[src/rtl/write_control_if.sv]
// RAM read-port bundle between the write controller and the timing-data RAM.
// Latency: RAM_DATA is valid the cycle after RAM_RD is strobed.
// Backpressure: none; RAM_EMPTY tells the reader there is nothing left to fetch.
//
// Signals:
//   RAM_RD    one-cycle read strobe from the controller
//   RAM_DATA  8-bit read data returned by the RAM
//   RAM_EMPTY RAM has no further data
interface write_control_if;
  logic       RAM_RD;
  logic [7:0] RAM_DATA;
  logic       RAM_EMPTY;

  // Controller side
  modport master (
    output RAM_RD,
    input  RAM_DATA,
    input  RAM_EMPTY
  );

  // RAM side
  modport slave (
    input  RAM_RD,
    output RAM_DATA,
    output RAM_EMPTY
  );
endinterface

[src/rtl/write_control.sv]
// Streams timing bytes from RAM into floppy write pulses while holding the write gate.
// Latency: gate rises one cycle after the start event; index events add 3 cycles of sync.
// Backpressure: none; RAM is read one byte at a time only when the previous byte is spent.
//
// Ports:
//   CLK_MASTER, RESET_N       clock, async active-low reset
//   CKE_WRCLK                 write timing tick, decrements the delay counter
//   START, ABORT              begin a write cycle / cancel it immediately
//   FD_INDEX_IN               raw index pulse from the drive (asynchronous)
//   WR_START_*/WR_STOP_*      index qualification masks and skip counts
//   ram                       RAM read port (RAM_RD / RAM_DATA / RAM_EMPTY)
//   FD_WRGATE, FD_WRDATA      registered drive outputs
//   WAITING, WRITING          status
//   END_EMPTY                 sticky: last write ran out of RAM data
module write_control #(
  parameter int unsigned PULSE_WIDTH = 8,
  parameter int unsigned WGATE_HOLD  = 16
) (
  input  logic       CLK_MASTER,
  input  logic       RESET_N,
  input  logic       CKE_WRCLK,
  input  logic       START,
  input  logic       ABORT,
  input  logic       FD_INDEX_IN,
  input  logic [7:0] WR_START_MASK,
  input  logic [7:0] WR_START_NUM,
  input  logic [7:0] WR_STOP_MASK,
  input  logic [7:0] WR_STOP_NUM,
  write_control_if.master ram,
  output logic       FD_WRGATE,
  output logic       FD_WRDATA,
  output logic       WAITING,
  output logic       WRITING,
  output logic       END_EMPTY
);

  localparam int PW_W = (PULSE_WIDTH > 1) ? $clog2(PULSE_WIDTH) : 1;
  localparam int TH_W = (WGATE_HOLD > 1) ? $clog2(WGATE_HOLD) : 1;
  localparam logic [PW_W-1:0] PW_LOAD = PW_W'(PULSE_WIDTH - 1);
  localparam logic [TH_W-1:0] TH_LOAD = TH_W'(WGATE_HOLD - 1);

  typedef enum logic [2:0] {
    S_IDLE, S_WAIT, S_LOAD, S_FETCH, S_COUNT, S_PULSE, S_TAIL
  } state_t;

  state_t state_q, state_d;

  logic            idx_s1, idx_s2, idx_s3, idx_evt;
  logic [7:0]      scount_q, ecount_q, cnt_q;
  logic            stop_pend_q, pulse_after_q;
  logic [PW_W-1:0] pw_cnt_q;
  logic [TH_W-1:0] tail_cnt_q;
  logic            start_evt, stop_evt, stop_window;
  logic            gate_d, wrdata_d;

  // Only bit 0 of the stop mask qualifies index events.
  logic unused_stop_mask;
  assign unused_stop_mask = ^WR_STOP_MASK[7:1];

  // Index: two-flop synchroniser, then a registered rising-edge detect.
  always_ff @(posedge CLK_MASTER or negedge RESET_N) begin
    if (!RESET_N) begin
      idx_s1  <= 1'b0;
      idx_s2  <= 1'b0;
      idx_s3  <= 1'b0;
      idx_evt <= 1'b0;
    end else begin
      idx_s1  <= FD_INDEX_IN;
      idx_s2  <= idx_s1;
      idx_s3  <= idx_s2;
      idx_evt <= idx_s2 & ~idx_s3;
    end
  end

  // State register and registered drive outputs.
  always_ff @(posedge CLK_MASTER or negedge RESET_N) begin
    if (!RESET_N) begin
      state_q   <= S_IDLE;
      FD_WRGATE <= 1'b0;
      FD_WRDATA <= 1'b0;
    end else begin
      state_q   <= state_d;
      FD_WRGATE <= gate_d;
      FD_WRDATA <= wrdata_d;
    end
  end

  // Next-state logic.
  always_comb begin
    state_d     = state_q;
    start_evt   = (WR_START_MASK == 8'd0) || (WR_START_MASK[0] && idx_evt);
    stop_window = (state_q == S_LOAD) || (state_q == S_FETCH) ||
                  (state_q == S_COUNT) || (state_q == S_PULSE);
    stop_evt    = stop_window && WR_STOP_MASK[0] && idx_evt;
    if (ABORT) begin
      state_d = S_IDLE;
    end else begin
      case (state_q)
        S_IDLE:  if (START) state_d = S_WAIT;
        S_WAIT:  if (start_evt && scount_q == 8'd0) state_d = S_LOAD;
        S_LOAD:  state_d = (stop_pend_q || ram.RAM_EMPTY) ? S_TAIL : S_FETCH;
        S_FETCH: state_d = S_COUNT;
        S_COUNT: if (cnt_q == 8'd0) state_d = pulse_after_q ? S_PULSE : S_LOAD;
        S_PULSE: if (pw_cnt_q == '0) state_d = S_LOAD;
        S_TAIL:  if (tail_cnt_q == '0) state_d = S_IDLE;
        default: state_d = S_IDLE;
      endcase
    end
  end

  // Outputs: gate/data are registered from the next state so they track the
  // state register exactly, and drop the cycle after ABORT.
  always_comb begin
    gate_d     = (state_d == S_LOAD) || (state_d == S_FETCH) || (state_d == S_COUNT) ||
                 (state_d == S_PULSE) || (state_d == S_TAIL);
    wrdata_d   = (state_d == S_PULSE);
    ram.RAM_RD = (state_q == S_LOAD) && !stop_pend_q && !ram.RAM_EMPTY && !ABORT;
    WAITING    = (state_q == S_WAIT);
  end

  assign WRITING = FD_WRGATE;

  // Counters and flags.
  always_ff @(posedge CLK_MASTER or negedge RESET_N) begin
    if (!RESET_N) begin
      scount_q      <= 8'd0;
      ecount_q      <= 8'd0;
      cnt_q         <= 8'd0;
      stop_pend_q   <= 1'b0;
      pulse_after_q <= 1'b0;
      pw_cnt_q      <= '0;
      tail_cnt_q    <= '0;
      END_EMPTY     <= 1'b0;
    end else if (!ABORT) begin
      if (state_q == S_IDLE && START) begin
        scount_q    <= WR_START_NUM;
        ecount_q    <= WR_STOP_NUM;
        stop_pend_q <= 1'b0;
        END_EMPTY   <= 1'b0;
      end
      if (state_q == S_WAIT && start_evt && scount_q != 8'd0)
        scount_q <= scount_q - 8'd1;
      if (state_q == S_LOAD && !stop_pend_q && ram.RAM_EMPTY)
        END_EMPTY <= 1'b1;
      // Bit 7 marks a pure 128-tick carry with no flux transition after it.
      if (state_q == S_FETCH) begin
        if (ram.RAM_DATA[7]) begin
          cnt_q         <= 8'd128;
          pulse_after_q <= 1'b0;
        end else begin
          cnt_q         <= {1'b0, ram.RAM_DATA[6:0]};
          pulse_after_q <= 1'b1;
        end
      end
      if (state_q == S_COUNT && cnt_q != 8'd0 && CKE_WRCLK)
        cnt_q <= cnt_q - 8'd1;
      // A stop only arms a flag; it is acted on at the next LOAD so the
      // byte or pulse in flight always completes.
      if (stop_evt) begin
        if (ecount_q != 8'd0) ecount_q <= ecount_q - 8'd1;
        else                  stop_pend_q <= 1'b1;
      end
      if (state_d == S_PULSE && state_q != S_PULSE) pw_cnt_q <= PW_LOAD;
      else if (state_q == S_PULSE && pw_cnt_q != '0) pw_cnt_q <= pw_cnt_q - 1'b1;
      if (state_d == S_TAIL && state_q != S_TAIL) tail_cnt_q <= TH_LOAD;
      else if (state_q == S_TAIL && tail_cnt_q != '0) tail_cnt_q <= tail_cnt_q - 1'b1;
    end
  end

endmodule
[src/flat_wrapper.sv]
// flat-port wrapper written by rule: the top's interface ports become plain ports
module write_control_flat 
#(
  parameter int unsigned PULSE_WIDTH = 8,
  parameter int unsigned WGATE_HOLD  = 16
)
  (CLK_MASTER, RESET_N, CKE_WRCLK, START, ABORT, FD_INDEX_IN, WR_START_MASK, WR_START_NUM, WR_STOP_MASK, WR_STOP_NUM, FD_WRGATE, FD_WRDATA, WAITING, WRITING, END_EMPTY, ram_RAM_RD, ram_RAM_DATA, ram_RAM_EMPTY);
  write_control_if ram_i ();
  input  logic CLK_MASTER;
  input  logic RESET_N;
  input  logic CKE_WRCLK;
  input  logic START;
  input  logic ABORT;
  input  logic FD_INDEX_IN;
  input  logic [7:0] WR_START_MASK;
  input  logic [7:0] WR_START_NUM;
  input  logic [7:0] WR_STOP_MASK;
  input  logic [7:0] WR_STOP_NUM;
  output logic FD_WRGATE;
  output logic FD_WRDATA;
  output logic WAITING;
  output logic WRITING;
  output logic END_EMPTY;
  output wire logic [$bits(ram_i.RAM_RD)-1:0] ram_RAM_RD;
  input wire logic [$bits(ram_i.RAM_DATA)-1:0] ram_RAM_DATA;
  input wire logic [$bits(ram_i.RAM_EMPTY)-1:0] ram_RAM_EMPTY;
  assign ram_RAM_RD = ram_i.RAM_RD;
  assign ram_i.RAM_DATA = ram_RAM_DATA;
  assign ram_i.RAM_EMPTY = ram_RAM_EMPTY;
  write_control #(.PULSE_WIDTH(PULSE_WIDTH), .WGATE_HOLD(WGATE_HOLD)) u_core (.CLK_MASTER(CLK_MASTER), .RESET_N(RESET_N), .CKE_WRCLK(CKE_WRCLK), .START(START), .ABORT(ABORT), .FD_INDEX_IN(FD_INDEX_IN), .WR_START_MASK(WR_START_MASK), .WR_START_NUM(WR_START_NUM), .WR_STOP_MASK(WR_STOP_MASK), .WR_STOP_NUM(WR_STOP_NUM), .ram(ram_i), .FD_WRGATE(FD_WRGATE), .FD_WRDATA(FD_WRDATA), .WAITING(WAITING), .WRITING(WRITING), .END_EMPTY(END_EMPTY));
endmodule
[config.mk]
export PLATFORM = sky130hd
export DESIGN_NAME = write_control_flat
export DESIGN_NICKNAME = d
export VERILOG_FILES = /design/src/rtl/write_control_if.sv /design/src/rtl/write_control.sv /design/src/flat_wrapper.sv
export SDC_FILE = /design/constraint.sdc
export NUM_CORES = 1
export LEC_CHECK = 0
export CAP_MARGIN = 15
export CORE_MARGIN = 2
export CORE_UTILIZATION = 56
export CTS_CLUSTER_SIZE = 12
export DETAILED_ROUTE_END_ITERATION = 16
export PLACE_DENSITY = 0.89
export SLEW_MARGIN = 20
export SYNTH_ARGS = -nofsm -noshare
export SYNTH_HDL_FRONTEND = slang
export SYNTH_SLANG_ARGS = --single-unit
[constraint.sdc]
create_clock -name CLK_MASTER -period 4.1 [get_ports CLK_MASTER]
set_clock_uncertainty 0.1 [all_clocks]
set_input_delay 0.82 -clock CLK_MASTER [delete_from_list [all_inputs] [get_ports CLK_MASTER]]
set_output_delay 0.82 -clock CLK_MASTER [all_outputs]
set_load 0.01 [all_outputs]
==> summary.md <==
| Metric | Value |
|---|---|
| Status | complete, no violations |
| Fmax | roughly 250 MHz |
| Gate Count Post-Synth | around 300 |
| Fin worst setup slack | between 0.15 and 0.2 ns |
| Final hold vios | 0 |
| Post-route ant nets | 0 |
| Met3 usage | under 10% |
| Die area | ~0.0053 sq mm |
| Final period util | 96.17% |
| Post-CTS Setup Bufs | 0 |
| Routing usage on met1 | a little under a third |
| Clk buf depth | 2 |
| Gr busiest metal | met2 |
| Area leader, netlist | dfrtp_1 |
| Ports | 53 |
| Largest net degree at the start of global routing | 44 |
| Clock-pin slew on the worst setup and hold paths | about 0.070 ns |
| Drt wl/cell | 15.24 um |
| Worst Setup SP | WR_START_MASK[0] |
| Synth top area share | about two fifths |
| IO Port Bufs | 45 |
| CP arrival | between 3 and 4 ns |
| Synth Area in Compound Gates | between 20% and 30% |
| RSZ-0062 raised after global routing | no |
| Max Cap Viol | 0 |
| H-tree depth | 2 |
| Cts repair resizes | 0 |
| Synth Area in Adders | between 4 and 5% |
| Leakage | around 1.4 nW |
| Synth cell types | 63 |
| Worst Path Required | about 3.2 ns |
| Layout cells sized above 1 | between 8 and 9% |
| Vias/cell | between 6 and 7 |
| Largest family of logic cells by synthesized area | compound AO/OA/AOI/OAI gates |
| Seq cells post-synth | 43 |
| Syn nets | between 300 and 400 |
| Root Driver | clkbuf_8 |
| Via count | roughly 2400 |
| Detailed Route WL | approximately 6000 um |
| Mean post-synth cell area | 8.851 sq um |
| Ys async rst share | 100.0% |
| Number of global-route vias before repair | ~2400 |
| Sequential-to-total area share from yosys stat | between 40% and 50% |
| Final max-slew violation count | 0 |
| Top post-synthesis cells by area | dfrtp_1 (41%), o21ai_0 (6.3%), nor2_1 (5.3%) |
| Top_reg_cell synth | dfrtp_1 |
| Top-count cell post-synth | dfrtp_1 |
| TritonCTS clock tree | yes |
| Pre-CTS WS | about 0.17 ns |
| Drt pass-1 iters | 5 |
| EDFF count, synth | 0 |
| Ant diodes | 0 |
| Post-Synth Simple-Gate Area | a little under a quarter |
| XOR/XNOR Fraction of Synth Area | less than 1% |
| Worst Setup Path Type | in2out |
| M2 GR Usage | ~42% |
| Core box area | approximately 0.0044 sq mm |
| P&R area growth vs syn | 22.11% |
| PD cells | 322.5 mW/mm^2 |
| DRC viols | 0 |
| Hold buffers post-CTS | 0 |
| Synth cell count leaders | dfrtp_1 (43), nor2_1 (37), o21ai_0 (33), a21oi_1 (27), inv_1 (21) |
| Initial antenna violation count | 0 |
| Min cycle time layout | 3.943 ns |
| Layout net count | 397 |
| Hold crit path type | reg2reg |
| Maximum fanout along the worst path | 3 |
| Worst-Skew Late Latency | approximately 0.3 ns |
| DIE HEIGHT | 72.63 um |
| Setup_tns | 0 ns |
| Final HPWL DP | 4349 um |
| Gr ovfl total | 0 |
| Hold path start | u_core.idx_s1 |
| Worst-Margin Slew | approximately 0.83 ns |
| Startpoint Class | input port |
| R2R Path Start | u_core.cnt_q[0] |
| Post-synthesis mux area share | 0% |
| GP Congestion | 0.9290 |
| Initial Utilization | 59.35% |
| Final setup viols | 0 |
| First-pass GRT wire length | about 10000 um |
| Initial detailed-routing violation count | approximately 230 |
| Num CTS Buffers | 5 |
| Die width | roughly 73 um |
| Cell Rows | 24 |
| Synth warn | 0 |
| Maximum vdd drop | ~260 uV |
| Worst Setup End Kind | primary output |
| Netlist Area Pre-Place | around 0.0026 sq mm |
| Rel. slew slack | between 40 and 50% |
| Clock sink count | 43 |
| All-Layer GR Usage | between 20% and 30% |
-- report_power, final --
group	leakage (nW)	switching [mW]	internal (mW)
Combinational	0.785	0.124	0.116
Sequential	0.545	0.0539	0.474
Clock	0.0470	0.139	0.132
-- critical path, cell delays in order --
cell             delay (ns)
clkdlybuf4s50_1        0.45
nor4_1                 0.36
a22o_1                 0.24
nand3_1                0.16
a31o_2                 0.30
nor2_1                 0.14
clkdlybuf4s50_1        0.55
-- final timing paths --
check | endpoint | cells past startpoint | slack (ns)
min | u_core.idx_s2 | 0 | 0.25
max reg2reg | u_core.cnt_q[0] | 8 | 1.48
min in group asynchronous | u_core.ecount_q[4] | 1 | 0.38
max | ram_RAM_RD | 7 | 0.16
min reg2reg | u_core.idx_s2 | 0 | 0.25
max in group asynchronous | u_core.cnt_q[0] | 2 | 3.03
-- cells by family (layout without fill, tap and decap cells) --
family | after synthesis | after routing
buf+inv | 33 | 76
fa+ha+maj | 9 | 9
compound gates | 108 | 108
simple gates | 104 | 104
xor+xnor | 1 | 1
flops | 43 | 43
-- area by class of cell --
| class | instances | area [sq um] |
|---|---|---|
| multi-input combinational | 222 | 1425 |
| clock buffer | 6 | 82.58 |
| clock inverter | 1 | 5.005 |
| tap | 52 | 65.06 |
| fill | 328 | 1224 |
| sequential | 43 | 1076 |
| inverter | 21 | 78.83 |
| timing repair buffer | 48 | 488.0 |
-- layout by cell type, fill, tap and decap left out, types with 3 or more instances in the layout --
master | netlist | layout
a211oi_1 | 3 | 3
clkdlybuf4s50_1 | 0 | 44
nand2b_1 | 3 | 3
a32oi_1 | 3 | 3
nor3_1 | 12 | 12
and3_1 | 4 | 4
clkbuf_8 | 0 | 6
a31oi_1 | 10 | 10
nor2b_1 | 3 | 3
a21oi_1 | 27 | 27
o21ai_0 | 33 | 33
nor4_1 | 4 | 4
ha_1 | 9 | 9
a22oi_1 | 5 | 5
nand3_1 | 6 | 6
nand2_1 | 9 | 9
inv_1 | 21 | 21
dfrtp_1 | 43 | 43
o22a_1 | 3 | 3
nor2_1 | 37 | 37
and2_1 | 5 | 5
-- metrics by stage --
step / utilization, % / hold WS, ns / instances / power [mW] / area (sq um)
floorplan: - / 0.2312 / 298 / 0.6735 / 2638
global route: 72.47 / 0.2604 / 393 / 1.106 / 3221
finish: 72.47 / 0.2545 / 393 / 1.039 / 3221
CTS: 71.85 / 0.2576 / 392 / 1.039 / 3193
detailed placement: 69.88 / 0.2405 / 385 / 0.7686 / 3105
global placement: 69.88 / 0.2330 / 385 / 0.7551 / 3105
-- flip-flops by register name, summed over array words and instances, names as in the netlist, 3 cells and up --
signal and flops:
u_core.pw_cnt_q 3, u_core.ecount_q 8, u_core.state_q 3, u_core.tail_cnt_q 4, u_core.scount_q 8, u_core.cnt_q 8
-- routing by layer --
metal	wire, um	up-vias
met5	0	-
li1	-	1176
met3	340	6
met1	2640	1167
met4	64	0
met2	2946	76
(Power assumes the default switching activity.)
